`config.mk`:
```
export PLATFORM = sky130hd
export DESIGN_NAME = wishbone_master
export DESIGN_NICKNAME = d
export VERILOG_FILES = /design/src/rtl/wishbone_master_pkg.sv /design/src/rtl/wb_timeout_counter.sv /design/src/rtl/wishbone_master.sv
export SDC_FILE = /design/constraint.sdc
export NUM_CORES = 1
export LEC_CHECK = 0
export BUFFER_PORTS_ARGS = -buffer_cell sky130_fd_sc_hd__buf_2
export CORE_UTILIZATION = 35
export DETAILED_ROUTE_END_ITERATION = 16
export SLEW_MARGIN = 20
export SYNTH_ARGS = -nofsm -noshare
export SYNTH_HDL_FRONTEND = slang
export SYNTH_HIERARCHICAL = 1
export SYNTH_SLANG_ARGS = --single-unit
```
`constraint.sdc`:
```
create_clock -name clk -period 1.55 [get_ports clk]
set_clock_uncertainty 0.15 [all_clocks]
set_input_delay 0.0775 -clock clk [delete_from_list [all_inputs] [get_ports clk]]
set_output_delay 0.0775 -clock clk [all_outputs]
set_load 0.01 [all_outputs]
```
`src/rtl/wishbone_master_pkg.sv`:
```
// Shared types and default sizing for the single-transfer Wishbone master.
// Latency: n/a (types and constants only).
// Backpressure: n/a.
package wishbone_master_pkg;

   localparam int unsigned DEF_ADDR_W  = 4;
   localparam int unsigned DEF_DATA_W  = 8;
   localparam int unsigned DEF_TIMEOUT = 255;

   // Transaction sequencer states
   typedef enum logic [1:0] {
      IDLE = 2'd0,
      BUS  = 2'd1,
      DONE = 2'd2
   } wb_state_e;

endpackage

```
`src/rtl/wb_timeout_counter.sv`:
```
// Watchdog for the bus phase: counts enabled cycles and flags the last allowed one.
// Latency: expired is combinational from the count; the count updates on the clock.
// Backpressure: none; TIMEOUT=0 keeps expired low forever.
module wb_timeout_counter #(
   parameter int unsigned TIMEOUT = 255
) (
   input  logic clk,
   input  logic rst_n,
   input  logic clear,
   input  logic enable,
   output logic expired
);

   localparam int unsigned       CNT_W = (TIMEOUT < 2) ? 1 : $clog2(TIMEOUT);
   localparam logic [CNT_W-1:0]  LAST  = CNT_W'(TIMEOUT - 1);
   localparam bit                WD_ON = (TIMEOUT != 0);

   logic [CNT_W-1:0] cnt_q;
   logic [CNT_W-1:0] cnt_d;
   logic             at_last;

   // The count holds the number of bus cycles already waited; the edge that
   // sees LAST waited cycles is the TIMEOUT-th sampling edge.
   assign at_last = (cnt_q == LAST);
   assign expired = WD_ON && enable && at_last;

   // Next count: clear wins, saturate at LAST so a disabled watchdog never wraps
   always_comb begin
      cnt_d = cnt_q;
      if (clear) begin
         cnt_d = '0;
      end else if (enable && !at_last) begin
         cnt_d = cnt_q + CNT_W'(1);
      end
   end

   // Count register, forced to zero by reset
   always_ff @(posedge clk or negedge rst_n) begin
      if (!rst_n) begin
         cnt_q <= '0;
      end else begin
         cnt_q <= cnt_d;
      end
   end

endmodule

```
`src/rtl/wishbone_master.sv`:
```
// Single-transfer Wishbone classic master: one start pulse -> one bus cycle -> one done pulse.
// Latency: cyc_o one edge after start; done in the cycle after ack_i (or watchdog) is sampled.
// Backpressure: start is ignored while busy (no queueing); the slave stalls via ack_i.
module wishbone_master
   import wishbone_master_pkg::*;
#(
   parameter int unsigned ADDR_W  = DEF_ADDR_W,
   parameter int unsigned DATA_W  = DEF_DATA_W,
   parameter int unsigned TIMEOUT = DEF_TIMEOUT
) (
   input  logic              clk,
   input  logic              rst_n,
   input  logic              start,
   input  logic              we_i,
   input  logic [ADDR_W-1:0] addr_i,
   input  logic [DATA_W-1:0] data_i,
   output logic [ADDR_W-1:0] adr_o,
   output logic [DATA_W-1:0] dat_o,
   input  logic [DATA_W-1:0] dat_i,
   output logic              we_o,
   output logic              cyc_o,
   output logic              stb_o,
   input  logic              ack_i,
   output logic [DATA_W-1:0] data_o,
   output logic              done
);

   wb_state_e         state_q;
   logic [ADDR_W-1:0] adr_q;
   logic [DATA_W-1:0] dat_q;
   logic [DATA_W-1:0] data_q;
   logic              we_q;
   logic              cyc_q;
   logic              stb_q;
   logic              done_q;
   logic              wd_expired;

   // Watchdog only runs while a bus cycle is open and restarts from zero otherwise
   wb_timeout_counter #(
      .TIMEOUT (TIMEOUT)
   ) u_wd (
      .clk     (clk),
      .rst_n   (rst_n),
      .clear   (state_q != BUS),
      .enable  (state_q == BUS),
      .expired (wd_expired)
   );

   // Sequencer with registered bus signals; ack_i and start only matter in their own state
   always_ff @(posedge clk or negedge rst_n) begin
      if (!rst_n) begin
         state_q <= IDLE;
         adr_q   <= '0;
         dat_q   <= '0;
         data_q  <= '0;
         we_q    <= 1'b0;
         cyc_q   <= 1'b0;
         stb_q   <= 1'b0;
         done_q  <= 1'b0;
      end else begin
         case (state_q)
            IDLE: begin
               done_q <= 1'b0;
               if (start) begin
                  adr_q   <= addr_i;
                  dat_q   <= data_i;
                  we_q    <= we_i;
                  cyc_q   <= 1'b1;
                  stb_q   <= 1'b1;
                  state_q <= BUS;
               end
            end
            BUS: begin
               // An ack on the watchdog's last edge still completes the transfer
               if (ack_i) begin
                  cyc_q   <= 1'b0;
                  stb_q   <= 1'b0;
                  done_q  <= 1'b1;
                  state_q <= DONE;
                  if (!we_q) begin
                     data_q <= dat_i;
                  end
               end else if (wd_expired) begin
                  cyc_q   <= 1'b0;
                  stb_q   <= 1'b0;
                  done_q  <= 1'b1;
                  state_q <= DONE;
               end
            end
            DONE: begin
               done_q  <= 1'b0;
               state_q <= IDLE;
            end
            default: begin
               cyc_q   <= 1'b0;
               stb_q   <= 1'b0;
               done_q  <= 1'b0;
               state_q <= IDLE;
            end
         endcase
      end
   end

   assign adr_o  = adr_q;
   assign dat_o  = dat_q;
   assign we_o   = we_q;
   assign cyc_o  = cyc_q;
   assign stb_o  = stb_q;
   assign data_o = data_q;
   assign done   = done_q;

endmodule

```
## Yosys cells after proc, flatten, opt, wreduce, memory -nomap -nowiden

Cells that the tools add are included.

| word-level totals | value |
|---|---|
| logic and storage cells | 39 |
| flip-flop bits (word level) | 33 |
| input bits | 25 |
| output and inout port bits | 24 |

| cells by class | value |
|---|---|
| $add $sub $neg | 1 |
| multiplexer cells | 13 |
| reductions and logical operators | 9 |
| bitwise logic cells | 2 |
| equal/unequal tests | 6 |

Operators by type and width:

| operator | count |
|---|---|
| 2-to-1 mux 8 bit | 2 |
| adder 8 x 1 -> 8 bit (second input constant) | 1 |
| equality test 8 bit (second input constant) | 1 |
| 2-to-1 mux 1 bit | 6 |
| 2-to-1 mux 2 bit | 3 |
| AND reduction 3 bit | 2 |
| one-hot mux 2 bit (2 select lines) | 1 |
| AND reduction 2 bit | 2 |
| != test 3 bit (second input constant) | 1 |
| one-hot mux 1 bit (3 select lines) | 1 |
| equality test 2 x 1 -> 1 bit (second input constant) | 1 |
| equality test 2 bit (second input constant) | 1 |
| logical AND 1 bit | 2 |
| logical NOT 2 bit | 1 |
| != test 2 x 1 -> 1 bit (second input constant) | 1 |
| != test 2 bit (second input constant) | 1 |
| inverter 1 bit | 2 |
| nonzero test 2 bit | 1 |
| logical NOT 1 bit | 1 |

## Depth between registers and ports, before layout

Gate-level depths: netlist (run 1).

| depth | value |
|---|---|
| depth after elaboration | 5 |
| depth in mapped cells | 7 |
| depth with buffers taken out | 7 |

## Hierarchy

The synthesis (run 1) kept the hierarchy.

By module, submodules not included:

| module | area each (µm²) | seq. area each (µm²) | instances | cells each |
|---|---|---|---|---|
| wishbone_master | 967.2 | 625.6 | 1 | 62 |
| wb_timeout_counter | 506.7 | 200.2 | 1 | 48 |

## Worst setup path after synthesis (run 1)

Ideal clock, no wire load.

| path | value |
|---|---|
| path type | register to register |
| start | register state_q[1] |
| end | register data_q[0] (netlist: data_o[0]) |
| required time | 1.275 ns |
| stages on the path, launching flop included | 4 |
| arrival | 1.332 ns |
| clock period less this slack | 1.607 ns |
| setup slack | -0.057 ns |
| setup time | 0.125 ns |
| buffers on the path | 0 |
| cells stage by stage | dfrtp_1 > nand2b_2 > nor3b_4 > mux2_2 |

| between the ends | value |
|---|---|
| longest elaborated chain between the ends | 2 |

RTL lines:

| what | line | RTL |
|---|---|---|
| start: declaration | wishbone_master.sv:28 | `wb_state_e state_q;` |
| start signal: assignment | wishbone_master.sv:52 | `state_q <= IDLE;` |
| start signal: assignment | wishbone_master.sv:70 | `state_q <= BUS;` |
| start signal: assignment | wishbone_master.sv:79 | `state_q <= DONE;` |
| equality test 2 x 1 -> 1 bit | wishbone_master.sv:61 | `case (state_q)` |
| AND reduction 3 bit (no source line) | -- |  |
| end signal: assignment | wishbone_master.sv:81 | `data_q <= dat_i;` |
| end: declaration | wishbone_master.sv:31 | `logic [DATA_W-1:0] data_q;` |

No other way between the ends.
A chain may end at the register's enable or synchronous reset.

## Final worst setup path (run 1)

| path | value |
|---|---|
| start | register u_wd.cnt_q[0] |
| end | register state_q[0] |

| between the ends | value |
|---|---|
| longest elaborated chain between the ends | 4 |

RTL lines:

| what | line | RTL |
|---|---|---|
| start: declaration | wb_timeout_counter.sv:18 | `logic [CNT_W-1:0] cnt_q;` |
| start signal: assignment | wb_timeout_counter.sv:42 | `cnt_q <= cnt_d;` |
| equality test 8 bit | wb_timeout_counter.sv:24 | `assign at_last = (cnt_q == LAST);` |
| logical AND 1 bit | wb_timeout_counter.sv:25 | `assign expired = WD_ON && enable && at_last;` |
| via wd_expired | wishbone_master.sv:36 | `logic wd_expired;` |
| != test 3 bit (no source line) | -- |  |
| AND reduction 2 bit (no source line) | -- |  |

The timed path passes the listed nets, and every way through them passes these cells.

==> metrics.md, run 1 <==
| Metric | Value |
|---|---|
| Io pins | `49` |
| Grt ovf | `0` |
| Area delta synth->final | `49.4%` |
| Worst slew pin tran | `712 ps` |
| Critical-path cell list | `inv_2 -> ha_4 -> and4_4 -> and3_4 -> nor2_2 -> mux2i_1 -> nor2_1` |
| LEAKAGE | `0.00103 uW` |
| Compound-gate portion of the synthesized area | `7.56%` |
| Ant diodes | `0` |
| Total wire length | `3.28 mm` |
| Final WS setup | `26.5 ps` |
| Final HPWL DP | `2.20 mm` |
| Reg clk slew, reported paths | `60 ps` |
| Final min period | `1520 ps` |
| Hold Crit Class | `in2async` |
| Mean post-synth cell area | `13.4 um^2` |
| Clock Tree Buf Depth | `2` |
| FF+latch count, synth | `33` |
| CP max FO | `4` |
| First-pass GRT wire length | `5.12 mm` |
| Cells after Synth | `110` |
| Synth area leaders | `dfrtp_1 (56%), mux2_2 (16%), a21oi_1 (2.0%), mux2_4 (2.0%), nor2_1 (2.0%)` |
| Area of the multi-input gates | `621 um^2` |
| Pin count of the biggest net entering global routing | `34` |
| Worst Path Required | `1570 ps` |
| Max-cap viol count | `0` |
| Critical path destination | `state_q[0]$_DFFE_PN0P_` |
| Vias | `1172` |
| Seq. cell area | `827 um^2` |
| DRT Pass-1 Iters | `4` |
| Pwr dens | `1220 nW/um^2` |
| CTS tree | `done` |
| Leading cell type in the layout, fill and taps excluded | `buf_2` |
| FMAX | `656 MHz` |
| Peak supply drop | `0.000373 V` |
| Synth Area in Simple Gates | `11.9%` |
| CP arrival | `1540 ps` |
| Final Hold Viols | `0` |
| Status | `complete, no violations` |
| RSZ-0062 raised after global routing | `true` |
| Row cnt | `23` |
| Mux contribution to synthesized area | `18.8%` |
| Clock Sinks | `33` |
| Drt first-iter violations | `38` |
| Sequential area share after synthesis | `56.0%` |
| WS Path Type | `reg2reg` |
| Antenna violations before repair | `0` |
| R2R depth | `7` |
| CP Launch Type | `flip-flop` |
| Finish-stage setup viols | `0` |
| Max transition margin | `52.5%` |
| Share of layout cells above drive strength 1 | `53.5%` |
| Adder-cell share of the synthesized area | `1.70%` |
| XOR/XNOR Fraction of Synth Area | `0%` |
| Vias in the first global route | `1204` |
| Yosys top cell by area | `dfrtp_1` |
| Total Power | `2680 uW` |
| Pins Over Slew Limit | `0` |
| H-tree Lvls | `2` |
| Avg Vias per Cell | `4.73` |
| Starting density of the core | `36.6%` |
| Main combinational cell family by area after synthesis | `multiplexers` |
| R2R Setup Slk | `30 ps` |
| Crit-path slowest cell | `dfrtp_1` |
| RD Place Congestion | `0.703` |
| DRC errors left | `0` |
| Design area | `2200 um^2` |
| Worst Setup End Kind | `flip-flop` |
| Latest clock arrival within the worst-skew pair | `280 ps` |
| Post-DRT Antenna Nets | `0` |
| Placed Area | `1850 um^2` |
| Root Buffer | `clkbuf_8` |
| Critical path startpoint | `u_wd/cnt_q[0]$_DFFE_PN0P_` |
| Nets | `224` |
| Distinct cells, synth | `31` |
| Core footprint | `4030 um^2` |
| Reg2reg start | `u_wd/cnt_q[0]$_DFFE_PN0P_` |
| Synthesized net count | `137` |
| Post-synth top area share | `56.0%` |
| Fillers | `347` |
| Port bufs | `48` |
| Synthesized area | `1470 um^2` |
| WL/cell | `13.2 um` |
| Worst path max stage delay | `390 ps` |
| Tcrit/Tclk final | `98.3%` |
| GRT Util Overall | `15.6%` |
| Die footprint | `4470 um^2` |
| Die X | `66.9 um` |
| Setup WS pre-CTS | `-14.3 ps` |
| Worst flop-to-flop path endpoint | `state_q[0]$_DFFE_PN0P_` |
| Total CTS buffers | `5` |
| Die H | `66.9 um` |
| Most frequent cells in the layout | `buf_2 (48), dfrtp_1 (32), dlygate4sd3_1 (24)` |
| Yosys warns | `6` |
critical path: cells and delay by family (launching register included):
kind	cells	cell delay, ps
flip-flops	1	390
AND/OR/NAND/NOR	4	550
buffers and inverters	1	80
multiplexers	1	120
adder cells (fa/ha/maj)	1	120
cells in the mapped netlist:
cell and count:
nor2_1 8, buf_2 1, nor3_1 4, nor3b_2 1, mux2_4 2, and3_1 3
o21ai_0 1, mux2_2 21, nand4_1 1, nor3b_4 1, a21boi_0 2, buf_4 1
clkdlybuf4s18_2 1, ha_1 2, a41oi_1 1, buf_6 2, nand3_1 3, a21boi_4 1
a31o_2 1, inv_1 4, a311oi_1 2, nand2b_2 1, a21oi_1 6, and4_4 1
and2b_1 1, a211oi_1 1, and4b_1 1, dfrtp_1 33, mux2i_1 1, and4_1 1
and3_2 1
state kept, by name, summed over array words and instances, names as in the netlist:
register and count:
stb_o 1, adr_o 4, we_o 1, done 1, dat_o 8, data_o 8, state_q 2, u_wd/cnt_q 8
per-stage QoR:
step                util, %  hold WS [ps]  TNS [ps]  cells
finish                 54.7           251         0    248
floorplan                 -          -368         0    110
CTS                    53.9           257         0    247
global placement       45.9          9.01         0    215
detailed placement     45.9          23.7     -14.9    215
global route           54.7           327      -123    248
routing by layer:
layer	share of wire, %	GRT usage (%)
met1	41	16.1
met2	51	28.3
met3	6.4	4.97
met4	1.6	7.18
met5	0	0
cell type report:
cell class / count / share of cell area [%]
flip-flops and latches: 33 / 37.6
multi-input cells: 68 / 28.2
repair buffers: 85 / 27.0
clock buffers: 6 / 3.30
well taps: 50 / 2.84
inverters: 4 / 0.682
clock inverters: 2 / 0.455
logic make-up after synthesis:
logic type	count (synthesis)
adders and majority gates	2
buffers and inverters	9
and+or+nand+nor	27
muxes	24
DFF	33
AOI/OAI and AO/OA	15
repair_timing:
item,in CTS,in global routing
resized for setup,3,7
hold buffers,24,0
setup endpoints to repair,3,15
pin swaps,1,4
endpoints found under the hold margin,58,0
setup buffers,0,1
worst min-delay path by stage:
| stage | startpoint | endpoint | slack (ps) | depth (start not counted) |
|---|---|---|---|---|
| global route | rst_n | dat_o[7]$_DFFE_PN0P_ | 330 | 2 |
| CTS | rst_n | adr_o[3]$_DFFE_PN0P_ | 260 | 2 |
| detailed placement | rst_n | dat_o[4]$_DFFE_PN0P_ | 20 | 1 |
| finish | rst_n | dat_o[4]$_DFFE_PN0P_ | 250 | 2 |
| floorplan | rst_n | adr_o[0]$_DFFE_PN0P_ | -370 | 0 |
| global placement | rst_n | dat_o[4]$_DFFE_PN0P_ | 9 | 1 |
report_power, final:
| group | internal [uW] | switching (uW) |
|---|---|---|
| clock | 310 | 296 |
| combinational | 475 | 384 |
| sequential | 1090 | 121 |
(Power assumes the default switching activity.)
==> run 2: changes to the inputs <==
Settings changed: CORE_MARGIN from default to 2, CORE_UTILIZATION 35 to 49, PLACE_DENSITY from default to 0.78.
Clock period 1.55 ns to 1.6 ns, I/O delays scaled along.
==> metrics.md, run 2 (synthesis results as in run 1) <==
| Metric | Value |
|---|---|
| Status | `finished, violations left` |
| Failing checks | `DRC` |
| RSZ-0062 raised after global routing | `true` |
| CP max FO | `5` |
| Die footprint | `3460 um^2` |
| Final Hold Viols | `0` |
| Area delta synth->final | `46.9%` |
| Final HPWL DP | `2.22 mm` |
| CTS tree | `done` |
| LEAKAGE | `0.00103 uW` |
| Leading cell type in the layout, fill and taps excluded | `buf_2` |
| Starting density of the core | `52.5%` |
| Drt first-iter violations | `42` |
| Die H | `58.8 um` |
| Pins Over Slew Limit | `0` |
| Placed Area | `1780 um^2` |
| Root Buffer | `clkbuf_4` |
| Clock Sinks | `33` |
| Grt met2 use | `40.8%` |
| Max transition margin | `51.5%` |
| Post-DRT Antenna Nets | `0` |
| First-pass GRT wire length | `5.95 mm` |
| Core footprint | `2810 um^2` |
| Pin count of the biggest net entering global routing | `34` |
| Share of layout cells above drive strength 1 | `52.8%` |
| CP arrival | `1660 ps` |
| Vias | `1203` |
| Tcrit/Tclk final | `98.9%` |
| Peak supply drop | `0.000856 V` |
| R2R Setup Slk | `20 ps` |
| Setup WS pre-CTS | `-64.9 ps` |
| Worst slew pin tran | `728 ps` |
| Nets | `223` |
| Row cnt | `19` |
| Latest clock arrival within the worst-skew pair | `340 ps` |
| Total wire length | `3.72 mm` |
| R2R depth | `7` |
| Reg2reg start | `u_wd/cnt_q[0]$_DFFE_PN0P_` |
| Finish-stage setup viols | `0` |
| Finished Layout Cells | `228` |
| Total CTS buffers | `5` |
| CP Launch Type | `flip-flop` |
| WS Path Type | `reg2reg` |
| GRT Max-Usage Layer | `met2` |
| Pwr dens | `1250 nW/um^2` |
| RD Place Congestion | `0.846` |
| Fillers | `172` |
| Ant diodes | `0` |
| Most frequent cells in the layout | `buf_2 (48), dfrtp_1 (31), dlygate4sd3_1 (24)` |
| Met1 Use GR | `29.0%` |
| Grt ovf | `0` |
| Worst Setup End Kind | `flip-flop` |
| Worst hold slack | `178 ps` |
| H-tree Lvls | `2` |
| Max-cap viol count | `0` |
| Final min period | `1580 ps` |
| WL/cell | `16.3 um` |
| Final WS setup | `17.8 ps` |
| DRT Pass-1 Iters | `10` |
| Antenna violations before repair | `0` |
| Design area | `2160 um^2` |
| Reg clk slew, reported paths | `100 ps` |
| Avg Vias per Cell | `5.28` |
| Worst Path Required | `1680 ps` |
| GRT Util Overall | `24.0%` |
| Clock Tree Buf Depth | `2` |
| Critical path startpoint | `u_wd/cnt_q[0]$_DFFE_PN0P_` |
| Met3 Use GR | `6.15%` |
| Io pins | `49` |
| Port bufs | `48` |
| Worst flop-to-flop path endpoint | `state_q[0]$_DFFE_PN0P_` |
| Die X | `58.8 um` |
| Vias in the first global route | `1232` |
| Placed instance count | `193` |
| Hold Crit Class | `in2async` |
| FMAX | `632 MHz` |
| DRC errors left | `8` |
## run 2: what timing repair did
item	in CTS	in global routing
pin swaps	1	5
hold buffers	24	0
setup buffers	1	2
endpoints found under the setup margin	5	15
gates cloned	0	0
hold endpoints to repair	58	0
gates resized for setup	8	5
## run 2: worst max-delay path by stage
stage	slack, ps	end
6_report	20	state_q[0]$_DFFE_PN0P_
5_1_grt	-30	state_q[0]$_DFFE_PN0P_
4_1_cts	10	u_wd/cnt_q[1]$_DFFE_PN0P_
3_5_place_dp	-60	stb_o$_DFFE_PN0P_
3_3_place_gp	-10	state_q[0]$_DFFE_PN0P_
2_1_floorplan	10	data_o[0]$_DFFE_PN0P_
## run 2: cell type report
type / instances / area (um^2) / area share, %
repair buffers: 84 / 574 / 26.5
clock inverters: 1 / 30.0 / 1.39
inverters: 4 / 15.0 / 0.694
clock buffers: 7 / 55.1 / 2.54
multi-input cells: 68 / 623 / 28.8
flip-flops and latches: 33 / 828 / 38.3
well taps: 31 / 38.8 / 1.79
## run 2: metrics by stage
step                      TNS (ps)  util, %  total power, uW
after floorplan                  0        -             1600
after global placement       -13.5     63.3             1900
after detailed placement      -168     63.3             1950
after CTS                        0     76.0             2670
after global routing         -34.6     77.2             2860
final                            0     77.2             2700
## run 2: critical path, cell delays in order (launching register included)
cell and delay, ps:
dfrtp_1 410, inv_2 80, ha_4 120, and4_4 260, and3_4 210, nor2_4 40
mux2i_1 120, nor2_1 60
## run 2: per-layer routing
layer  part of all wire (%)  wire [um]
met5                      0          0
met3                    7.0        261
met1                     41       1510
met2                     50       1870
met4                    2.1         77
## run 2: where the power goes
group          leakage (uW)  total [uW]  internal (uW)  switching (uW)
sequential         0.000404        1190           1050             140
clock             0.0000455         650            373             277
combinational      0.000582         860            466             395
==> run 3: changes to the inputs <==
Settings changed: ABC_AREA from default to 1, CORE_UTILIZATION 49 to 50.
==> metrics.md, run 3 <==
| Metric | Value |
|---|---|
| Row cnt | `20` |
| Most frequent cells in the layout | `nand2_1 (66), buf_2 (48), dfrtp_1 (33)` |
| Grt ovf | `0` |
| Finish-stage setup viols | `0` |
| WL/cell | `11.8 um` |
| Top_reg_cell synth | `dfrtp_1` |
| CP arrival | `1670 ps` |
| Leading cell type in the layout, fill and taps excluded | `nand2_1` |
| GRT Util Overall | `22.2%` |
| Async set or reset register ratio after synthesis | `100%` |
| Peak supply drop | `0.000753 V` |
| Post-DRT Antenna Nets | `0` |
| Pins Over Slew Limit | `0` |
| Worst slew pin tran | `398 ps` |
| CTS tree | `done` |
| Clock Tree Buf Depth | `2` |
| Final Hold Viols | `0` |
| Post-route setup TNS | `0 ps` |
| Avg Vias per Cell | `4.86` |
| Die X | `60.0 um` |
| Total Power | `2870 uW` |
| Fillers | `234` |
| R2R Setup Slk | `20 ps` |
| Status | `complete, no violations` |
| Yosys warns | `6` |
| DRT Pass-1 Iters | `4` |
| FF+latch count, synth | `33` |
| Total CTS buffers | `5` |
| Max-cap viol count | `0` |
| Yosys top cell by area | `dfrtp_1` |
| Final WS setup | `18.3 ps` |
| Sequential share of power | `44.2%` |
| WS Path Type | `reg2reg` |
| Final HPWL DP | `2.36 mm` |
| Latest clock arrival within the worst-skew pair | `340 ps` |
| Io pins | `49` |
| Pin count of the biggest net entering global routing | `34` |
| Reg clk slew, reported paths | `110 ps` |
| Synthesized net count | `210` |
| Post-synth top area share | `52.6%` |
| DRC errors left | `0` |
| LEAKAGE | `0.00119 uW` |
| Mean post-synth cell area | `8.57 um^2` |
| Vias | `1508` |
| Distinct cells, synth | `20` |
| Pwr dens | `1310 nW/um^2` |
| Drt first-iter violations | `52` |
| Tcrit/Tclk final | `98.9%` |
| Nets | `292` |
| Share of layout cells above drive strength 1 | `29.3%` |
| Hold Crit Class | `in2async` |
| Finished Layout Cells | `310` |
| Worst Path Required | `1690 ps` |
| Vias in the first global route | `1452` |
| RD Place Congestion | `0.876` |
| FMAX | `632 MHz` |
| Ant diodes | `0` |
| Switching Share | `38.8%` |
| Synth top cells by count | `nand2_1 (66), dfrtp_1 (33), nand3_1 (28), nor2_1 (14), inv_1 (10)` |
| P_int | `1750 uW` |
| Antenna violations before repair | `0` |
| Sw Pwr | `1110 uW` |
| Total wire length | `3.65 mm` |
| Clock power frac | `15.6%` |
| H-tree Lvls | `2` |
| Die footprint | `3600 um^2` |
| Placed instance count | `276` |
| Area delta synth->final | `39.7%` |
| Top-count cell post-synth | `nand2_1` |
| CP Launch Type | `flip-flop` |
| CP max FO | `4` |
| Cells after Synth | `183` |
| Util after Layout | `72.4%` |
| Worst Setup End Kind | `flip-flop` |
| Setup WS pre-CTS | `-6.61 ps` |
| Logic pwr share | `40.2%` |
| Starting density of the core | `51.8%` |
| Root Buffer | `clkbuf_4` |
| Synth area leaders | `dfrtp_1 (53%), nand2_1 (16%), nand3_1 (8.9%), nor2_1 (3.3%), nand2_4 (2.9%)` |
| Core footprint | `3030 um^2` |
| Port bufs | `48` |
| Synthesized area | `1570 um^2` |
| Max transition margin | `73.5%` |
| RSZ-0062 raised after global routing | `true` |
| Sequential area share after synthesis | `52.6%` |
| Die H | `60.0 um` |
| Final min period | `1580 ps` |
| Post-synth EDFFs | `0` |
| Clock Sinks | `33` |
| First-pass GRT wire length | `5.79 mm` |
-- run 3: what timing repair did --
item / in CTS / in global routing
hold buffers: 25 / 0
pin swaps: 1 / 3
resized for setup: 1 / 2
buffers inserted: 0 / 1
endpoints found under the setup margin: 1 / 5
endpoints found under the hold margin: 58 / 0
-- run 3: cells by family (layout without fill, tap and decap cells) --
family / after synthesis / after routing / synth area share, %
simple gates: 124 / 124 / 36.9
xor+xnor: 3 / 3 / 1.67
compound gates: 4 / 4 / 1.28
fa+ha+maj: 2 / 2 / 1.59
buf+inv: 17 / 100 / 5.90
flops: 33 / 33 / 52.6
-- run 3: area by class of cell --
class | count | area, um^2 | area share (%)
repair buffers | 80 | 543 | 24.8
multi-input cells | 133 | 663 | 30.3
clock inverters | 3 | 17.5 | 0.799
well taps | 44 | 55.1 | 2.51
flip-flops and latches | 33 | 826 | 37.7
clock buffers | 5 | 37.5 | 1.71
inverters | 12 | 50.0 | 2.28
-- run 3: power by group through the flow --
stage	Combinational (uW)	Sequential (uW)	Clock, uW
3_5_place_dp	1090	1270	0
4_1_cts	1140	1260	463
5_1_grt	1290	1290	502
3_3_place_gp	1060	1280	0
2_1_floorplan	535	1410	0
6_report	1150	1270	447
-- run 3: worst max-delay path, cell delays in order, from the launching register on --
cell and delay [ps]:
dfrtp_1 410, inv_1 80, ha_1 160, nand2_1 90
nor2_4 120, nand2_4 90, nor2_4 90, nor2_1 70
a21oi_1 170, nor2_1 60
-- run 3: path summary, 6_finish.rpt --
kind	startpoint	end	depth (start not counted)
setup / recovery	u_wd/cnt_q[0]$_DFFE_PN0P_	stb_o$_DFFE_PN0P_	9
hold / removal	rst_n	data_o[3]$_DFFE_PN0P_	3
setup reg to reg	u_wd/cnt_q[0]$_DFFE_PN0P_	stb_o$_DFFE_PN0P_	9
hold reg to reg	data_o[2]$_DFFE_PN0P_	data_o[2]$_DFFE_PN0P_	2
max in group asynchronous	rst_n	u_wd/cnt_q[7]$_DFFE_PN0P_	3
min in group clk	data_o[2]$_DFFE_PN0P_	data_o[2]$_DFFE_PN0P_	2
-- run 3: layer usage --
metal / share of wire (%) / vias up / GRT usage, %
met1: 41 / 692 / 22.5
li1: - / 741 / -
met2: 51 / 67 / 41.0
met3: 6.0 / 8 / 7.14
met5: 0 / - / 0
met4: 2.5 / 0 / 9.52
-- run 3: metrics by stage --
step / hold WS (ps) / cell area, um^2
after floorplan: -366 / 1570
after global placement: -26.8 / 1870
after detailed placement: -20.1 / 1870
after CTS: 130 / 2170
after global routing: 183 / 2190
final: 127 / 2190
